===== src/rtl/procesador_pkg.sv =====
// procesador_pkg: address width, sequential fetch step and fetch-stage state encoding.
package procesador_pkg;
    localparam int ADDR_W = 64;
    localparam logic [ADDR_W-1:0] PC_STEP = 64'd4;
    typedef enum logic {IDLE, REQ} estado_t;
endpackage


===== src/rtl/sumador_pc.sv =====
// sumador_pc: combinational PC incrementer, wraps modulo 2^ADDR_W.
module sumador_pc
    import procesador_pkg::*;
#(
    parameter logic [ADDR_W-1:0] STEP = procesador_pkg::PC_STEP
) (
    input  logic [ADDR_W-1:0] pc,
    output logic [ADDR_W-1:0] pc_mas4
);
    assign pc_mas4 = pc + STEP;
endmodule


===== src/rtl/contador_programa.sv =====
// contador_programa: program counter and fetch request handshake with branch redirect.
// PC_ALIGN_CHECK_EN rejects misaligned redirect targets and raises the sticky pc_error.
module contador_programa
    import procesador_pkg::*;
#(
    parameter logic [ADDR_W-1:0] RESET_ADDR = '0,
    parameter logic [ADDR_W-1:0] PC_STEP    = procesador_pkg::PC_STEP
) (
    input  logic              clk,
    input  logic              reset_n,
    input  logic              stall,
    input  logic              salto_tomado,
    input  logic [ADDR_W-1:0] result_suma,
    input  logic              im_ready,
    output logic [ADDR_W-1:0] bus_direccion_im,
    output logic              im_valid,
    output logic [ADDR_W-1:0] pc_mas4,
    output logic              pc_error
);
    estado_t           state, state_next;
    logic [ADDR_W-1:0] pc_next, pend_addr, pend_addr_next;
    logic              pend_valid, pend_valid_next, handshake, target_ok;

    sumador_pc #(.STEP(PC_STEP)) u_sumador (
        .pc      (bus_direccion_im),
        .pc_mas4 (pc_mas4)
    );

`ifdef PC_ALIGN_CHECK_EN
    assign target_ok = salto_tomado & (result_suma[1:0] == 2'b00);
    always_ff @(posedge clk or negedge reset_n)
        if (!reset_n) pc_error <= 1'b0;
        else if (salto_tomado && result_suma[1:0] != 2'b00) pc_error <= 1'b1;
`else
    assign target_ok = salto_tomado;
    assign pc_error  = 1'b0;
`endif

    assign im_valid  = (state == REQ);
    assign handshake = im_valid & im_ready;

    always_comb begin
        state_next      = state;
        pc_next         = bus_direccion_im;
        pend_addr_next  = pend_addr;
        pend_valid_next = pend_valid;
        if (state == IDLE) begin
            pc_next    = target_ok ? result_suma : bus_direccion_im;
            state_next = stall ? IDLE : REQ;
        end else if (handshake) begin
            pc_next         = target_ok ? result_suma : pend_valid ? pend_addr : pc_mas4;
            pend_valid_next = 1'b0;
            state_next      = stall ? IDLE : REQ;
        end else if (target_ok) begin
            // request outstanding: address must stay frozen, so park the target
            pend_addr_next  = result_suma;
            pend_valid_next = 1'b1;
        end
    end

    always_ff @(posedge clk or negedge reset_n)
        if (!reset_n) begin
            state            <= IDLE;
            bus_direccion_im <= RESET_ADDR;
            pend_addr        <= '0;
            pend_valid       <= 1'b0;
        end else begin
            state            <= state_next;
            bus_direccion_im <= pc_next;
            pend_addr        <= pend_addr_next;
            pend_valid       <= pend_valid_next;
        end
endmodule


===== config.mk =====
export PLATFORM = sky130hd
export DESIGN_NAME = contador_programa
export DESIGN_NICKNAME = d
export VERILOG_FILES = /design/src/rtl/procesador_pkg.sv /design/src/rtl/sumador_pc.sv /design/src/rtl/contador_programa.sv
export SDC_FILE = /design/constraint.sdc
export NUM_CORES = 1
export LEC_CHECK = 0
export CAP_MARGIN = 10
export CORE_ASPECT_RATIO = 1.75
export CORE_MARGIN = 10
export CORE_UTILIZATION = 50
export CTS_CLUSTER_SIZE = 25
export DETAILED_ROUTE_END_ITERATION = 8
export GPL_ROUTABILITY_DRIVEN = 0
export PLACE_DENSITY = 0.81
export SETUP_SLACK_MARGIN = 0.02
export SLEW_MARGIN = 5
export SYNTH_ARGS = -nofsm -noshare
export SYNTH_HDL_FRONTEND = slang
export SYNTH_HIERARCHICAL = 1
export SYNTH_SLANG_ARGS = --single-unit

===== constraint.sdc =====
create_clock -name clk -period 2.44 [get_ports clk]
set_input_delay 0.488 -clock clk [delete_from_list [all_inputs] [get_ports clk]]
set_output_delay 0.488 -clock clk [all_outputs]
set_load 0.1 [all_outputs]

==> results of run 1 <==
## power by group through the flow
stage	Clock (mW)	Combinational [mW]	Sequential, mW
floorplan	0	3.14	4.47
global placement	0	6.73	2.96
detailed placement	0	6.81	2.99
CTS	2.94	6.97	2.97
global route	3.05	7.51	3.06
finish	2.96	7.31	3.03
## final cells by class
type | count | area share
Tap cell | 224 | 0.0192
Inverter | 9 | 0.00232
Multi-Input combinational cell | 585 | 0.438
Timing Repair Buffer | 350 | 0.261
Sequential cell | 130 | 0.233
Clock buffer | 21 | 0.0316
Antenna cell | 2 | 0.000344
Clock inverter | 11 | 0.0138
## repair_timing
| item | CTS | global route |
|---|---|---|
| pin swaps | 48 | 51 |
| hold endpoints to repair | 0 | 0 |
| buffers inserted | 22 | 24 |
| setup endpoints to repair | 60 | 73 |
| gates cloned | 0 | 0 |
| gates resized for setup | 99 | 59 |
## worst max path at each step
stage	endpoint	slack, ns	depth (start not counted)	from
CTS	pc_mas4[62]	-0.50	6	bus_direccion_im[9]
floorplan	bus_direccion_im[62]	-0.69	8	bus_direccion_im[6]
finish	pc_mas4[47]	-0.62	7	bus_direccion_im[2]
global route	pc_mas4[47]	-0.67	7	bus_direccion_im[2]
detailed placement	pc_mas4[42]	-0.11	8	bus_direccion_im[21]
global placement	pc_mas4[62]	-0.09	7	bus_direccion_im[21]
## logic make-up after synthesis
group	after synthesis	share of synthesized area
XOR/XNOR	60	0.0632
multiplexers	191	0.259
AO/OA/AOI/OAI	193	0.136
flip-flops	130	0.392
AND/OR/NAND/NOR	139	0.0979
buffers and inverters	70	0.0506
adder cells (fa/ha/maj)	1	0.00151
other	1	0.000451
## cells in the final DEF (no fill, tap or decap), types with 15 or more instances in the layout
| cell | synthesis | layout |
|---|---|---|
| a21oi_1 | 65 | 60 |
| nor2_4 | 0 | 15 |
| mux2_2 | 129 | 121 |
| mux2_1 | 61 | 61 |
| xnor2_4 | 0 | 27 |
| xor2_4 | 0 | 27 |
| dfrtp_4 | 0 | 27 |
| buf_4 | 10 | 182 |
| buf_6 | 11 | 28 |
| dfrtp_1 | 130 | 71 |
| nand4_1 | 20 | 20 |
| clkdlybuf4s50_1 | 0 | 65 |
| o22ai_1 | 126 | 111 |
| nand2_1 | 23 | 17 |
| clkbuf_16 | 0 | 17 |
| buf_12 | 0 | 72 |
| dfrtp_2 | 0 | 32 |
## layer usage
layer	routed length, um	vias up	share of wire	GRT usage
met5	18	-	0.00049	0
met4	2520	2	0.068	0.187
met3	2460	183	0.066	0.0688
met2	19500	561	0.53	0.536
met1	12600	4331	0.34	0.305
li1	-	3591	-	-
## Yosys cell counts (2+ instances only)
master	instances	area share
nor2_1	25	0.011
nand3_1	28	0.017
buf_6	11	0.015
nor3_1	11	0.0066
xnor2_1	32	0.034
xor2_1	28	0.030
o22ai_1	126	0.095
nor4_1	5	0.0038
nor4_4	3	0.0077
nand2_1	23	0.010
buf_2	30	0.018
mux2_1	61	0.083
and4_1	5	0.0053
nand3b_1	2	0.0018
and3_1	5	0.0038
a21oi_1	65	0.039
dfrtp_1	130	0.39
nand4_1	20	0.015
clkbuf_1	10	0.0045
buf_4	10	0.0090
inv_1	9	0.0041
mux2_2	129	0.17
nand2b_1	3	0.0023
## state kept, by name, summed over array words and instances (netlist names)
register          cells
bus_direccion_im     64
im_valid              1
pend_addr            64
pend_valid            1
## critical path, delay by kind of cell, from the launching register on
kind	cells	cell delay [ns]
simple gates	4	1.07
flops	1	0.45
buf+inv	2	0.34
xor+xnor	1	0.28
==> impl_metrics.py, run 1 <==
metrics = {
    "global_route": {
        "track_usage": 0.298,
        "grt_pass1_vias": 9336,
        "grt_antenna_before_repair": 3,
        "grt_max_degree": 59,
        "grt_first_pass_wirelength_mm": 53.4,
        "grt-ovfl-total": 0,
    },
    "die": {
        "fp.dieH_um": 191,
        "ios": 199,
        "coreArea_mm2": 0.0164,
        "initial_core_util": 0.508,
        "num_rows": 62,
        "die_w_um": 117,
        "die-area_mm2": 0.0224,
    },
    "final_layout": {
        "fin_cells": 1332,
        "seqCellArea_mm2": 0.00339,
        "fin_nets": 1163,
        "multi_input_area_mm2": 0.00638,
        "syn2layout_area_growth_pct": 75.3,
        "fillCellCount": 659,
        "postLayoutCellArea_mm2": 0.0146,
        "finish.utilization": 0.890,
        "drive_above_1_share": 0.597,
    },
    "logic_synthesis": {
        "synthFlopType": "dfrtp_1",
        "ys_seq_area_frac": 0.392,
        "synthDistinctLibCells": 37,
        "syn_nets": 855,
        "yosys_warnings": 6,
        "avgSynthCellArea_um2": 10.6,
        "async_flop_share": 1.00,
        "ys_ff_latch": 130,
        "synth_edf_count": 0,
        "syn_area_mm2": 0.00831,
        "syn_inst": 785,
    },
    "power": {
        "vdd_drop_max_v": 0.000862,
        "internal_power_mw": 7.04,
        "p_leak_nw": 5.79,
        "switching_share": 0.470,
        "power_switching_mw": 6.26,
        "seqPwrFrac": 0.228,
        "power_frac_clock": 0.223,
        "powerDensity_mw_per_mm2": 913,
        "combPwrFrac": 0.550,
        "total_power_mw": 13.3,
    },
    "route": {
        "drc": 0,
        "dr.pass1.iters": 5,
        "ant_nets": 0,
        "num_vias": 8668,
        "vias_per_cell": 6.51,
        "wl_per_cell_um": 27.9,
        "detail_route.wirelength_mm": 37.1,
        "dr.first_iter.drc_count": 701,
    },
    "clock_network": {
        "clk_pin_slew_worst_paths_ns": 0.07,
        "cts_buffer_depth": 2,
        "cts_tree": "yes",
        "cts_hold_buf": 0,
        "cts_buffers": 17,
        "htree_levels": 4,
        "cts-root-buf": "clkbuf_16",
        "clk_latency_ns": 0.43,
        "cts.sinks": 130,
    },
    "timing": {
        "relSlewSlack": 0.590,
        "fin_crit_sh": 1.26,
        "min_period_ns": 3.06,
        "hold_viol": 0,
        "rsz0062_at_grt": "yes",
        "fmax_ghz": 0.326,
        "tns_ns": -21.55,
        "setup_viol": 64,
        "maxSlewViolCount": 0,
        "whs_ns": 0.0116,
        "worst_slew_pin_slew_ns": 0.614,
        "skew_ns": 0.0153,
        "setup_slack_ns": -0.623,
    },
    "placed_design": {
        "pre_cts_ws_ns": -0.107,
        "portBuffers": 197,
        "placement.cell_area_mm2": 0.0129,
        "placed_cells": 1263,
        "post-dp-hpwl_mm": 21.6,
    },
    "critical_path": {
        "crit_chain": "nand4_4, nor4_4, and4_4, buf_12, nor3b_4, xor2_4, buf_12",
        "critical_path.most_common_cell": "buf_12",
        "crit_fanout": 5,
        "timing.critical_path.to_type": "output port",
        "critPathMaxStageDelay_ns": 0.45,
        "critPathRequiredTime_ns": 1.95,
        "criticalPathCategory": "flip-flop to output port",
        "regToRegSetupSlack_ns": -0.17,
        "crit_arrival_ns": 2.57,
        "reg2reg_from": "bus_direccion_im[32]",
        "r2r-end": "bus_direccion_im[61]",
        "startpoint_type": "flip-flop",
        "rr_worst_depth": 11,
        "slowest_stage": "dfrtp_4",
    },
    "hold_path": {
        "hold_path.class": "input port to async pin",
    },
    "outcome": {
        "status": "complete, but fails checks",
        "violations": "setup timing",
    },
    "run": {
        "max_cap_viol_count": 0,
    },
}
Power figures use the tool's default switching activity.
==> inputs of run 2 (changes only) <==
--- a/config.mk
+++ b/config.mk
@@ -13,6 +13,7 @@
 export DETAILED_ROUTE_END_ITERATION = 8
 export GPL_ROUTABILITY_DRIVEN = 0
 export PLACE_DENSITY = 0.81
+export RECOVER_POWER = 100
 export SETUP_SLACK_MARGIN = 0.02
 export SLEW_MARGIN = 5
 export SYNTH_ARGS = -nofsm -noshare
==> run 2 against run 1 <==
  * The run ends with capacitance limit, slew limit, setup timing left
  * Final area decreased by 1.5%
  * Power is 0.87% lower
  * Register-to-register slack barely moved
  * Fmax increased by 0.10%
  * First-iteration DRC count is 13% higher
  * Clock skew about the same
  * Combinational power down 2%
  * Clock-buffer cell count is the same
  * Sequential power hardly changed
  * Largest power group unchanged
  * Sequential share of layout area is 0.31 points higher
  * Flip-flop and latch count unchanged
  * Wire length shrank 0.18%
==> impl_metrics.py, run 2 (synthesized netlist as in run 1, its figures left out) <==
metrics = {
    "hold_path": {
        "hold_path.class": "input port to flip-flop",
    },
    "timing": {
        "worst_slew_pin_slew_ns": 1.60,
        "relSlewSlack": -0.0660,
        "whs_ns": 0.366,
        "maxSlewViolCount": 59,
        "hold_viol": 0,
        "setup_slack_ns": -0.620,
        "rsz0062_at_grt": "yes",
        "fin_crit_sh": 1.25,
        "fmax_ghz": 0.327,
        "tns_ns": -21.60,
        "setup_viol": 64,
        "skew_ns": 0.0150,
        "min_period_ns": 3.06,
    },
    "critical_path": {
        "rr_worst_depth": 11,
        "crit_arrival_ns": 2.57,
        "r2r-end": "bus_direccion_im[61]",
        "criticalPathCategory": "flip-flop to output port",
        "reg2reg_from": "bus_direccion_im[15]",
        "cp-endpoint": "pc_mas4[47]",
        "crit_start": "bus_direccion_im[2]",
        "crit_fanout": 5,
        "path_buf_inv": 2,
        "crit_family": "simple AND/OR/NAND/NOR gates",
        "critPathMaxStageDelay_ns": 0.45,
        "crit_chain": "nand4_4, nor4_4, and4_4, buf_12, nor3b_4, xor2_4, buf_12",
        "timing.critical_path.to_type": "output port",
        "critical_path.most_common_cell": "buf_12",
        "cp.depth": 7,
        "regToRegSetupSlack_ns": -0.17,
        "critPathRequiredTime_ns": 1.95,
        "startpoint_type": "flip-flop",
        "slowest_stage": "dfrtp_4",
    },
    "power": {
        "internal_power_mw": 6.94,
        "seqPwrFrac": 0.230,
        "p_leak_nw": 5.72,
        "total_power_mw": 13.2,
        "power_switching_mw": 6.25,
        "powerDensity_mw_per_mm2": 919,
        "vdd_drop_max_v": 0.000852,
        "power_frac_clock": 0.224,
        "combPwrFrac": 0.546,
        "switching_share": 0.474,
    },
    "clock_network": {
        "cts_buffer_depth": 2,
        "clk_pin_slew_worst_paths_ns": 0.06,
        "cts_tree": "yes",
        "htree_levels": 4,
        "cts_hold_buf": 0,
        "cts-root-buf": "clkbuf_16",
        "clk_latency_ns": 0.43,
        "cts_buffers": 17,
        "cts.sinks": 130,
    },
    "route": {
        "vias_per_cell": 6.56,
        "dr.pass1.iters": 5,
        "num_vias": 8729,
        "detail_route.wirelength_mm": 37.0,
        "dr.first_iter.drc_count": 790,
        "wl_per_cell_um": 27.8,
        "drc": 0,
        "ant_nets": 0,
    },
    "global_route": {
        "grt_pass1_vias": 9336,
        "grt_max_degree": 59,
        "track_usage": 0.298,
        "grt_first_pass_wirelength_mm": 53.4,
        "grt_antenna_before_repair": 3,
        "grt-ovfl-total": 0,
    },
    "final_layout": {
        "mostFrequentLayoutCell": "buf_4",
        "fin_nets": 1163,
        "finish.utilization": 0.877,
        "mostFrequentLayoutCells": "124 x buf_4, 121 x mux2_2, 111 x o22ai_1",
        "largestRegisters": "bus_direccion_im: 64 flops, pend_addr: 64 flops",
        "fillCellCount": 710,
        "syn2layout_area_growth_pct": 72.7,
        "drive_above_1_share": 0.591,
    },
    "placed_design": {
        "portBuffers": 197,
        "post-dp-hpwl_mm": 21.6,
    },
    "die": {
        "fp.dieH_um": 191,
        "num_rows": 62,
        "coreArea_mm2": 0.0164,
        "initial_core_util": 0.508,
        "die_w_um": 117,
        "ios": 199,
        "die-area_mm2": 0.0224,
    },
    "outcome": {
        "status": "complete, but fails checks",
        "violations": "capacitance limit, slew limit, setup timing",
    },
    "run": {
        "max_cap_viol_count": 1,
    },
}
## run 2: cell types whose count changed in the layout (fill, tap and decap cells not counted), sizes merged
cell    delta
buf       -63
clkbuf    +63
diode      -1
## run 2: routing by layer
layer  GRT usage  part of all wire  routed length, um  vias to the layer above
met5           0           0.00049                 18                        -
met4       0.187             0.069               2560                        2
met3      0.0688             0.071               2650                      191
met2       0.536              0.53              19500                      576
met1       0.305              0.33              12300                     4366
li1            -                 -                  -                     3594
## run 2: metrics by stage
step,cells,setup slack [ns],area [um^2]
2_1_floorplan,785,-0.689,9560
3_3_place_gp,1263,-0.0924,12900
3_5_place_dp,1263,-0.107,12900
4_1_cts,1315,-0.504,14200
5_1_grt,1331,-0.672,14400
6_report,1331,-0.620,14400
## run 2: how the worst min path moves through the flow
stage / from / to / cells past startpoint
finish: im_ready / pend_valid / 2
global route: im_ready / pend_valid / 2
CTS: reset_n / pend_addr[55] / 1
detailed placement: pend_addr[17] / pend_addr[17] / 1
global placement: pend_addr[50] / pend_addr[50] / 1
floorplan: reset_n / bus_direccion_im[0] / 0
## run 2: worst reg2reg max path, cell delays in order (launching register included)
cell	delay, ns
dfrtp_4	0.47
nand4_1	0.21
nor4_4	0.35
nand4_1	0.19
buf_6	0.21
nor2_4	0.17
xor2_4	0.10
buf_4	0.15
buf_4	0.12
mux2i_1	0.13
o221ai_1	0.15
a31o_2	0.24
## run 2: layout make-up
class	instances	area (um^2)	area share
Multi-Input combinational cell	585	6380	0.445
Clock buffer	21	460	0.0321
Inverter	9	33.8	0.00235
Clock inverter	11	201	0.0140
Antenna cell	1	2.50	0.000174
Sequential cell	130	3390	0.236
Timing Repair Buffer	350	3600	0.251
Tap cell	224	280	0.0195
## run 2: power by group through the flow
| stage | combinational (mW) | clock, mW | sequential, mW |
|---|---|---|---|
| after floorplan | 3.14 | 0 | 4.47 |
| after global placement | 6.73 | 0 | 2.96 |
| after detailed placement | 6.81 | 0 | 2.99 |
| after CTS | 6.97 | 2.94 | 2.97 |
| after global routing | 7.40 | 3.05 | 3.05 |
| final | 7.20 | 2.96 | 3.03 |
## run 2: what timing repair did
item / in CTS / in global routing
endpoints found under the setup margin: 60 / 73
pin swaps: 48 / 51
buffers inserted: 22 / 24
gates resized for setup: 99 / 59
==> inputs of run 3 (changes only) <==
--- a/config.mk
+++ b/config.mk
@@ -12,6 +12,7 @@
 export CTS_CLUSTER_SIZE = 25
 export DETAILED_ROUTE_END_ITERATION = 8
 export GPL_ROUTABILITY_DRIVEN = 0
+export MAX_ROUTING_LAYER = met4
 export PLACE_DENSITY = 0.81
 export RECOVER_POWER = 100
 export SETUP_SLACK_MARGIN = 0.02
==> run 3 against run 2 <==
  * The flow still finishes with violations (capacitance limit, slew limit, setup timing)
  * Combinational power is 2% lower
  * Sequential power hardly changed
  * Clock power hardly changed
  * Sequential share of layout area is 0.32 points higher
  * Die area stayed put
  * Wire length is 1.4% higher
  * Critical path depth stayed put
  * Hold slack better by 0.036 ns
  * Critical path type unchanged
==> impl_metrics.py, run 3 (synthesized netlist as in run 1, its figures left out) <==
metrics = {
    "global_route": {
        "track_usage": 0.306,
        "grt_pass1_vias": 9331,
        "grt_busiest_layer": "met2",
        "grt_util_met3": 0.0626,
        "grt_max_degree": 59,
        "grt_first_pass_wirelength_mm": 53.2,
        "globalRouteMet2Util": 0.538,
        "gr-usage-met1": 0.307,
        "grt_antenna_before_repair": 2,
        "grt-ovfl-total": 0,
    },
    "outcome": {
        "status": "complete, but fails checks",
        "violations": "capacitance limit, slew limit, setup timing",
    },
    "final_layout": {
        "fin_cells": 1333,
        "fin_nets": 1164,
        "syn2layout_area_growth_pct": 70.5,
        "mostFrequentLayoutCells": "122 x mux2_2, 115 x buf_4, 111 x o22ai_1",
        "multi_input_area_mm2": 0.00627,
        "mostFrequentLayoutCell": "mux2_2",
        "largestRegisters": "bus_direccion_im: 64 flops, pend_addr: 64 flops",
        "seqCellArea_mm2": 0.00339,
        "finish.utilization": 0.865,
        "drive_above_1_share": 0.584,
        "fillCellCount": 763,
    },
    "timing": {
        "relSlewSlack": -0.0837,
        "setup_slack_ns": -0.632,
        "rsz0062_at_grt": "yes",
        "skew_ns": 0.0121,
        "hold_viol": 0,
        "fmax_ghz": 0.325,
        "maxSlewViolCount": 59,
        "setup_viol": 71,
        "fin_crit_sh": 1.26,
        "min_period_ns": 3.07,
        "worst_slew_pin_slew_ns": 1.63,
    },
    "clock_network": {
        "cts_tree": "yes",
        "htree_levels": 4,
        "cts-root-buf": "clkbuf_16",
        "cts_hold_buf": 0,
        "clk_latency_ns": 0.43,
        "clk_pin_slew_worst_paths_ns": 0.06,
        "cts_buffer_depth": 2,
        "cts_buffers": 17,
        "cts.sinks": 130,
    },
    "route": {
        "detail_route.wirelength_mm": 37.5,
        "ant_nets": 0,
        "dr.first_iter.drc_count": 880,
        "dr.pass1.iters": 8,
        "wl_per_cell_um": 28.2,
        "num_vias": 8818,
        "vias_per_cell": 6.62,
        "drc": 0,
    },
    "power": {
        "vdd_drop_max_v": 0.000925,
        "internal_power_mw": 6.83,
        "total_power_mw": 13.0,
        "p_leak_nw": 5.62,
        "power_frac_clock": 0.227,
        "powerDensity_mw_per_mm2": 921,
        "switching_share": 0.476,
        "seqPwrFrac": 0.232,
        "combPwrFrac": 0.541,
        "power_switching_mw": 6.22,
    },
    "critical_path": {
        "crit_fanout": 4,
        "criticalPathCategory": "flip-flop to output port",
        "reg2reg_from": "bus_direccion_im[32]",
        "critPathRequiredTime_ns": 1.95,
        "crit_start": "bus_direccion_im[34]",
        "startpoint_type": "flip-flop",
        "crit_arrival_ns": 2.58,
        "timing.critical_path.to_type": "output port",
    },
    "die": {
        "die-area_mm2": 0.0224,
        "initial_core_util": 0.508,
        "num_rows": 62,
        "ios": 199,
        "coreArea_mm2": 0.0164,
        "fp.dieH_um": 191,
        "die_w_um": 117,
    },
    "placed_design": {
        "placed_cells": 1263,
        "portBuffers": 197,
        "post-dp-hpwl_mm": 21.6,
    },
    "hold_path": {
        "hold_path.class": "input port to flip-flop",
        "hp-start": "im_ready",
    },
    "run": {
        "max_cap_viol_count": 1,
    },
}
## run 3: through the flow
step	hold WS [ns]	instance area [um^2]	worst slack, ns	setup TNS [ns]
floorplan	0.192	9560	-0.689	-49.26
global placement	0.467	12900	-0.0924	-0.757
detailed placement	0.475	12900	-0.107	-1.25
CTS	0.0495	14200	-0.504	-17.59
global route	0.409	14200	-0.631	-25.88
finish	0.402	14200	-0.632	-23.71
## run 3: metal layers
metal	vias to the layer above	wire length, um	share of wire
li1	3582	-	-
met1	4453	12800	0.34
met2	587	19700	0.52
met3	196	2460	0.066
met4	0	2540	0.068
met5	-	0	0
## run 3: cell type report
class	count	area share
antenna	2	0.000353
clock buffer	21	0.0325
clock inverter	11	0.0142
inverter	9	0.00238
multi-input combinational	585	0.443
sequential	130	0.239
tap	224	0.0198
timing repair buffer	351	0.249
## run 3: what timing repair did
item,CTS,global route
pin swaps,48,48
gates resized for setup,99,50
endpoints found under the setup margin,60,72
setup buffers,22,26
## run 3: final timing paths
path	endpoint	slack, ns	depth (start not counted)
worst max-delay path	pc_mas4[49]	-0.63	7
worst min-delay path	pend_valid	0.40	2
worst max register to register	bus_direccion_im[61]	-0.16	11
worst min register to register	pend_addr[9]	0.49	1
max in group asynchronous	bus_direccion_im[36]	0.33	2
min in group asynchronous	pend_addr[55]	0.44	1
## run 3: power by group through the flow
stage	Clock, mW	Combinational, mW	Sequential (mW)
CTS	2.94	6.97	2.97
global route	3.05	7.25	3.06
global placement	0	6.73	2.96
floorplan	0	3.14	4.47
detailed placement	0	6.81	2.99
finish	2.96	7.06	3.03
## run 3: critical path, cell delays in order, from the launching register on
cell and delay [ns]:
dfrtp_4 0.43, nand3_2 0.13, buf_4 0.18, nor2_1 0.26, nand2_1 0.28, nor4b_4 0.45, xor2_4 0.22, buf_12 0.20
